==> src/rtl/trace_score_scheduler.sv <==
// trace_score_scheduler
// Arbitrates two record channels into a shared scoring engine. Records are
// accumulated one per accepted transfer; a new-wallet record (or reaching
// MAX_TX records) closes the current wallet with finalize / wait / clear, and
// a held new-wallet record is replayed into the cleared engine afterwards.
// Optional feature macro: TRACE_TIMEOUT_EN (WAIT_DONE watchdog, TIMEOUT_CYC).
module trace_score_scheduler #(
  parameter int MAX_TX      = 100,
  parameter int TIMEOUT_CYC = 255
) (
  input  logic        clk,
  input  logic        rst,
  input  logic        req0_valid,
  output logic        req0_ready,
  input  logic [43:0] req0_data,
  input  logic        req1_valid,
  output logic        req1_ready,
  input  logic [43:0] req1_data,
  output logic        eng_acc_valid,
  output logic [42:0] eng_acc_data,
  output logic        eng_fin_start,
  input  logic        eng_fin_done,
  output logic        eng_clear,
  output logic [6:0]  tx_count,
  output logic        busy,
  output logic        timeout
);

  localparam logic [6:0] MAX_CNT = 7'(MAX_TX);

  typedef enum logic [2:0] {
    S_IDLE, S_FINALIZE, S_WAIT_DONE, S_CLEAR, S_REPLAY
  } state_t;

  state_t      state_q, state_d;
  logic        ptr_q, ptr_d;
  logic [6:0]  cnt_q, cnt_d;
  logic        pend_vld_q, pend_vld_d;
  logic [42:0] pend_data_q, pend_data_d;
  logic        acc_vld_q, acc_vld_d;
  logic [42:0] acc_data_q, acc_data_d;
  logic        grant, ready_en, xfer, tmo, wd_expired;
  logic [43:0] rec;

`ifdef TRACE_TIMEOUT_EN
  localparam int WD_W = $clog2(TIMEOUT_CYC + 1);
  logic [WD_W-1:0] wd_cnt_q, wd_cnt_d;

  // Watchdog counts cycles spent in WAIT_DONE; it restarts on every entry.
  always_comb begin
    wd_cnt_d   = '0;
    wd_expired = 1'b0;
    if (state_q == S_WAIT_DONE) begin
      wd_cnt_d   = wd_cnt_q + 1'b1;
      wd_expired = (wd_cnt_q == WD_W'(TIMEOUT_CYC - 1));
    end
  end

  // Watchdog counter register.
  always_ff @(posedge clk) begin
    if (rst) wd_cnt_q <= '0;
    else     wd_cnt_q <= wd_cnt_d;
  end
`else
  logic unused_cfg;
  assign unused_cfg = ^TIMEOUT_CYC;
  assign wd_expired = 1'b0;
`endif

  // Round-robin grant: the pointed-to channel wins if valid, else the other.
  // Intake is closed outside IDLE and while an accumulate pulse is on the bus,
  // so a MAX_TX-reaching accumulate is seen by the engine before finalize.
  always_comb begin
    grant    = ptr_q ? req1_valid : ~req0_valid;
    ready_en = (state_q == S_IDLE) && !acc_vld_q;
    xfer     = ready_en && (grant ? req1_valid : req0_valid);
    rec      = grant ? req1_data : req0_data;
  end

  // Next-state, counter, pending-record and accumulate-pulse logic.
  always_comb begin
    state_d     = state_q;
    ptr_d       = ptr_q;
    cnt_d       = cnt_q;
    pend_vld_d  = pend_vld_q;
    pend_data_d = pend_data_q;
    acc_vld_d   = 1'b0;
    acc_data_d  = acc_data_q;
    tmo         = 1'b0;
    case (state_q)
      S_IDLE: begin
        if (acc_vld_q && cnt_q == MAX_CNT) begin
          state_d = S_FINALIZE;
        end else if (xfer) begin
          ptr_d = ~grant;
          if (rec[43] && cnt_q != 7'd0) begin
            pend_vld_d  = 1'b1;
            pend_data_d = rec[42:0];
            state_d     = S_FINALIZE;
          end else if (cnt_q < MAX_CNT) begin
            acc_vld_d  = 1'b1;
            acc_data_d = rec[42:0];
            cnt_d      = cnt_q + 7'd1;
          end
        end
      end
      S_FINALIZE: state_d = S_WAIT_DONE;
      S_WAIT_DONE: begin
        if (eng_fin_done) begin
          state_d = S_CLEAR;
        end else if (wd_expired) begin
          tmo     = 1'b1;
          state_d = S_CLEAR;
        end
      end
      S_CLEAR: begin
        cnt_d   = 7'd0;
        state_d = pend_vld_q ? S_REPLAY : S_IDLE;
      end
      S_REPLAY: begin
        cnt_d      = 7'd1;
        pend_vld_d = 1'b0;
        state_d    = (MAX_CNT == 7'd1) ? S_FINALIZE : S_IDLE;
      end
      default: state_d = S_IDLE;
    endcase
  end

  // Control registers (reset).
  always_ff @(posedge clk) begin
    if (rst) begin
      state_q    <= S_IDLE;
      ptr_q      <= 1'b0;
      cnt_q      <= 7'd0;
      pend_vld_q <= 1'b0;
      acc_vld_q  <= 1'b0;
    end else begin
      state_q    <= state_d;
      ptr_q      <= ptr_d;
      cnt_q      <= cnt_d;
      pend_vld_q <= pend_vld_d;
      acc_vld_q  <= acc_vld_d;
    end
  end

  // Data registers carry no reset; their valids qualify them.
  always_ff @(posedge clk) begin
    pend_data_q <= pend_data_d;
    acc_data_q  <= acc_data_d;
  end

  // Outputs are forced low while reset is held.
  always_comb begin
    req0_ready    = !rst && ready_en && !grant;
    req1_ready    = !rst && ready_en && grant;
    eng_acc_valid = !rst && (acc_vld_q || state_q == S_REPLAY);
    eng_acc_data  = rst ? 43'd0 : ((state_q == S_REPLAY) ? pend_data_q : acc_data_q);
    eng_fin_start = !rst && (state_q == S_FINALIZE);
    eng_clear     = !rst && (state_q == S_CLEAR);
    busy          = !rst && (state_q != S_IDLE);
    timeout       = !rst && tmo;
    tx_count      = rst ? 7'd0 : cnt_q;
  end

endmodule

==> config.mk <==
export PLATFORM = sky130hd
export DESIGN_NAME = trace_score_scheduler
export DESIGN_NICKNAME = d
export VERILOG_FILES = /design/src/rtl/trace_score_scheduler.sv
export SDC_FILE = /design/constraint.sdc
export NUM_CORES = 1
export LEC_CHECK = 0
export ABC_AREA = 0
export BUFFER_PORTS_ARGS = -buffer_cell sky130_fd_sc_hd__buf_4
export CAP_MARGIN = 20
export CORE_MARGIN = 2
export CORE_UTILIZATION = 54
export CTS_BUF_LIST = sky130_fd_sc_hd__clkbuf_8 sky130_fd_sc_hd__clkbuf_16
export CTS_CLUSTER_DIAMETER = 120
export DETAILED_ROUTE_END_ITERATION = 8
export MAX_ROUTING_LAYER = met4
export PLACE_DENSITY = 0.85
export SYNTH_ARGS = -nofsm -noshare
export SYNTH_HDL_FRONTEND = slang
export SYNTH_SLANG_ARGS = --single-unit
==> constraint.sdc <==
create_clock -name clk -period 7.2 [get_ports clk]
set_input_delay 1.08 -clock clk [delete_from_list [all_inputs] [get_ports clk]]
set_output_delay 1.08 -clock clk [all_outputs]
set_load 0.1 [all_outputs]
; ---- Word-level counts from Yosys, hierarchy flattened
; Cells that the tools add are included.
[totals]
reg_bits = 99
latchBits = 0
ramBits = 0
mem_bits_ro = 0
input_bits = 93
out_inout_bits = 57
elab_cells = 77
n_memories = 0
[op_classes]
add_sub_neg = 1
mul = 0
div = 0
order_cmp = 1
eq_ne = 13
shift = 0
mux = 22
n_bitwise = 6
n_reduce_logical = 27
[ops]
columns = operator, count
row1 = 43-bit 2-to-1 mux, 2
row2 = 44-bit 2-to-1 mux, 1
row3 = 7-bit 2-to-1 mux, 5
row4 = 7-bit one-hot mux with 3 select lines, 1
row5 = 3-bit 2-to-1 mux, 5
row6 = 3-bit one-hot mux with 4 select lines, 1
row7 = 1-bit logical AND, 11
row8 = 5-bit AND reduction, 2
row9 = "2-bit inequality test, second input constant", 4
row10 = 4-bit AND reduction, 2
row11 = "7-bit by 1-bit adder with 7-bit output, second input constant", 1
row12 = "7-bit == test, second input constant", 1
row13 = "7-bit less-than comparator, second input constant", 1
row14 = 7-bit nonzero test, 1
row15 = "3-bit by 2-bit == test with 1-bit output, second input constant", 2
row16 = 1-bit 2-to-1 mux, 6
row17 = 1-bit inverter, 6
row18 = 3-bit AND reduction, 2
row19 = 3-bit nonzero test, 2
row20 = 5-bit OR reduction, 1
row21 = "2-bit by 1-bit inequality test with 1-bit output, second input constant", 2
row22 = "3-bit by 1-bit == test with 1-bit output, second input constant", 1
row23 = "3-bit == test, second input constant", 1
row24 = 1-bit logical NOT, 3
row25 = other kinds (6), 6

; ---- Logic depth before layout (Yosys ltp)
[logic_depth]
depth_word = 8
depth_mapped = 7
depth_no_buf = 7

; ---- Worst setup path before layout
; No wires, ideal clock.
[synth_path]
path_type = in2out
start = input rst
end = output req0_ready
arrival_ns = 6.271
setup_slack_ns = -0.151
cell_stages = 3
cell_sequence = clkbuf_1 > or2_2 > a2111oi_0
[synth_via]
elab_chain_len = 3
[synth_rtl]
columns = item, line
row1 = "start, declared", 12  ; input logic rst,
row2 = 1-bit logical NOT, 154  ; req0_ready = !rst && ready_en && !grant;
row3 = 1-bit logical AND (2 in series), 154
row4 = "end, declared", 14  ; output logic req0_ready,
; No other way between the ends.

; ---- Worst setup path after layout
[layout_path]
start = input req0_valid
end = output req1_ready
[layout_via]
elab_chain_len = 3
[layout_rtl]
columns = item, line
row1 = "start, declared", 13  ; input logic req0_valid,
row2 = 1-bit inverter, 74  ; grant = ptr_q ? req1_valid : ~req0_valid;
row3 = 1-bit 2-to-1 mux, 74
row4 = 1-bit logical AND, 155  ; req1_ready = !rst && ready_en && grant;
row5 = "end, declared", 17  ; output logic req1_ready,
; No other way between the ends.

==> results.ini <==
[outcome]
status=finished clean

[die]
start_util_pct=55.4
die_w_um=95.4
core_area_um2=8130
die_area_um2=9090
rows=33
die_h_um=95.4
io_pins=150

[setup_path]
critPathKind=input port to output port
cp-end-kind=output port
arrival_ns=2.67
crit_cells=6
path_cells=buf_4, nand2b_1, nand2_2, buf_16, nor4_1, buf_4
critPathBufInv=3
startpoint_type=input port
crit_fanout=23
critPathMaxStageDelay_ns=0.39
cp-endpoint=req1_ready
crit_top_cell=buf_4
slowest_stage=nand2_2
r2r_slack_ns=4.23
rr_worst_depth=7
r2r-start=cnt_q[0]
r2r_end=acc_data_q[4]
crit_start=req0_valid
cp.required_ns=6.12
cpLargestDelayFamily=simple AND/OR/NAND/NOR gates

[sta]
period_needed_ns=3.75
hold_violations=0
worst_slew_pin_slew_ns=0.982
max_freq_mhz=266
min_period_over_period_pct=52.2
timing.setup.tns_ns=0
grt_setup_unrepaired=false
relSlewSlack_pct=34.4
finalClockSkew_ns=0.0130
finalSetupViolCount=0
slew_violations=0

[drt]
vias=3452
postRouteAntennaNets=0
wl_per_cell_um=16.3
drt_iter0_markers=182
drcViolationCount=0
viasPerCell=5.45
wl_mm=10.3
dr.pass1.iters=4

[power]
p_per_area_nw_per_um2=385
peakVddDrop_v=0.000235
p_leak_nw=2.39

[hold_path]
min_from=pend_vld_q
hp-class=flop to flop

[clocking]
hold_buffers=0
clk_latency_ns=0.35
cts_resized=0
cts_buffers=9
clk_path_buf_depth=2
post_cts_buffers=0
cts_sinks=99
cts_tree=built
cts_root_buf=clkbuf_8
cts_max_level=3
path_clk_slew_ns=0.10

[synth]
syn-num-nets=479
synth_flop_cell=edfxtp_1
yosysUniqueCellTypes=42
yosys_warnings=0
synth-edff-count=86
syn_area_per_cell_um2=11.7
netlist_instances=384
yosys.area.top_type=edfxtp_1
synth_top_area_share_pct=57.3
ys_seq_area_share_pct=63.1
synth_common_cells=96 x nand2_1, 86 x edfxtp_1, 47 x a21oi_1, 43 x mux2_2, 20 x clkbuf_1
yosysMostFrequentCell=nand2_1
ys_async_sr_fraction_pct=0
syn_area_um2=4510
synth_area_leaders=edfxtp_1 57%, mux2_2 11%, nand2_1 8.0%
ys_ff_latch=99

[global_route]
grt_use_total_pct=24.2
grt_max_degree=65
grt_pass1_vias=3545
grt_pass1_wl_mm=16.3
grt-ovfl-total=0
grt_antenna_before_repair=0

[cells_and_area]
nFillCells=552
antenna_cells=0
nets=618
drive_above_1_share_pct=42.0
layout.cells.non_filler=633
area_growth_pct=30.5

[place]
dpl.hpwl_mm=6.82
port_buffers=148
post-place-cells=616
gp_congestion=0.814

[run]
drv_cap=0

[worst min path at each step]
stage | to | slack [ns] | depth (start not counted)
after floorplan | state_q[2] | 0.43 | 1
after global placement | state_q[2] | 0.44 | 1
after detailed placement | state_q[2] | 0.46 | 1
after CTS | state_q[2] | 0.48 | 1
after global routing | state_q[2] | 0.51 | 1
final | state_q[2] | 0.49 | 1
[metal layers]
layer	track usage [%]	vias to the layer above	wire length, µm
met3	3.56	18	509
met4	9.06	0	172
met1	28.2	1654	4170
li1	-	1652	-
met5	-	-	0
met2	42.3	128	5490
[report_power, final]
| group | switching (W) | leakage (nW) | internal [W] |
|---|---|---|---|
| clock | 0.000192 | 0.0770 | 0.000127 |
| combinational | 0.000783 | 1.40 | 0.000251 |
| sequential | 0.0000554 | 0.914 | 0.000855 |
| total | 0.00103 | 2.39 | 0.00123 |
[registers in the layout, summed over array words and instances (netlist names)]
name,count
acc_vld_q,1
pend_vld_q,1
state_q,3
acc_data_q,43
cnt_q,7
ptr_q,1
pend_data_q,43
[cell usage in the layout (no fill, tap or decap), types with 2 or more instances in the layout]
| cell type | count |
|---|---|
| buf_4 | 150 |
| nand2_1 | 95 |
| edfxtp_1 | 86 |
| a21oi_1 | 47 |
| mux2_2 | 43 |
| nor2_1 | 17 |
| dfxtp_1 | 13 |
| clkbuf_8 | 9 |
| nor2b_1 | 5 |
| nand3_1 | 5 |
| inv_1 | 4 |
| or2_2 | 4 |
| clkinvlp_4 | 4 |
| o21ai_0 | 3 |
| mux2i_1 | 3 |
| nand2b_1 | 2 |
| nor4_1 | 2 |
| o311a_1 | 2 |
| nor3_1 | 2 |
| nand4_1 | 2 |
| ha_1 | 2 |
[stage by stage]
| stage | cell area [µm²] | utilization [%] | setup WS, ns | total power [W] | hold slack, ns |
|---|---|---|---|---|---|
| 2_1_floorplan | 4510 | - | 1.21 | 0.00171 | 0.431 |
| 3_3_place_gp | 5680 | 69.8 | 3.40 | 0.00192 | 0.445 |
| 3_5_place_dp | 5680 | 69.8 | 3.29 | 0.00195 | 0.460 |
| 4_1_cts | 5850 | 72.0 | 3.29 | 0.00227 | 0.483 |
| 5_1_grt | 5880 | 72.3 | 3.30 | 0.00236 | 0.511 |
| 6_report | 5880 | 72.3 | 3.45 | 0.00226 | 0.486 |
[layout make-up]
| type | instances | area, µm² | area share, % |
|---|---|---|---|
| Sequential cell | 99 | 2840 | 48.3 |
| Inverter | 5 | 18.8 | 0.319 |
| Clock inverter | 7 | 53.8 | 0.915 |
| Tap cell | 105 | 131 | 2.23 |
| Clock buffer | 9 | 124 | 2.11 |
| Timing Repair Buffer | 151 | 1150 | 19.6 |
| Multi-Input combinational cell | 257 | 1560 | 26.5 |
[cell families (layout without fill, tap and decap cells)]
kind of cell	count (synthesis)	in the layout	synth area share, %
AOI/OAI and AO/OA	62	62	7.86
xor gates and xnor gates	1	1	0.194
adders and majority gates	2	2	0.555
buffers and inverters	28	172	2.61
DFF	99	99	63.1
muxes	46	46	11.4
other	1	1	0.0832
and+or+nand+nor	145	145	14.2
Power figures use the tool's default switching activity.
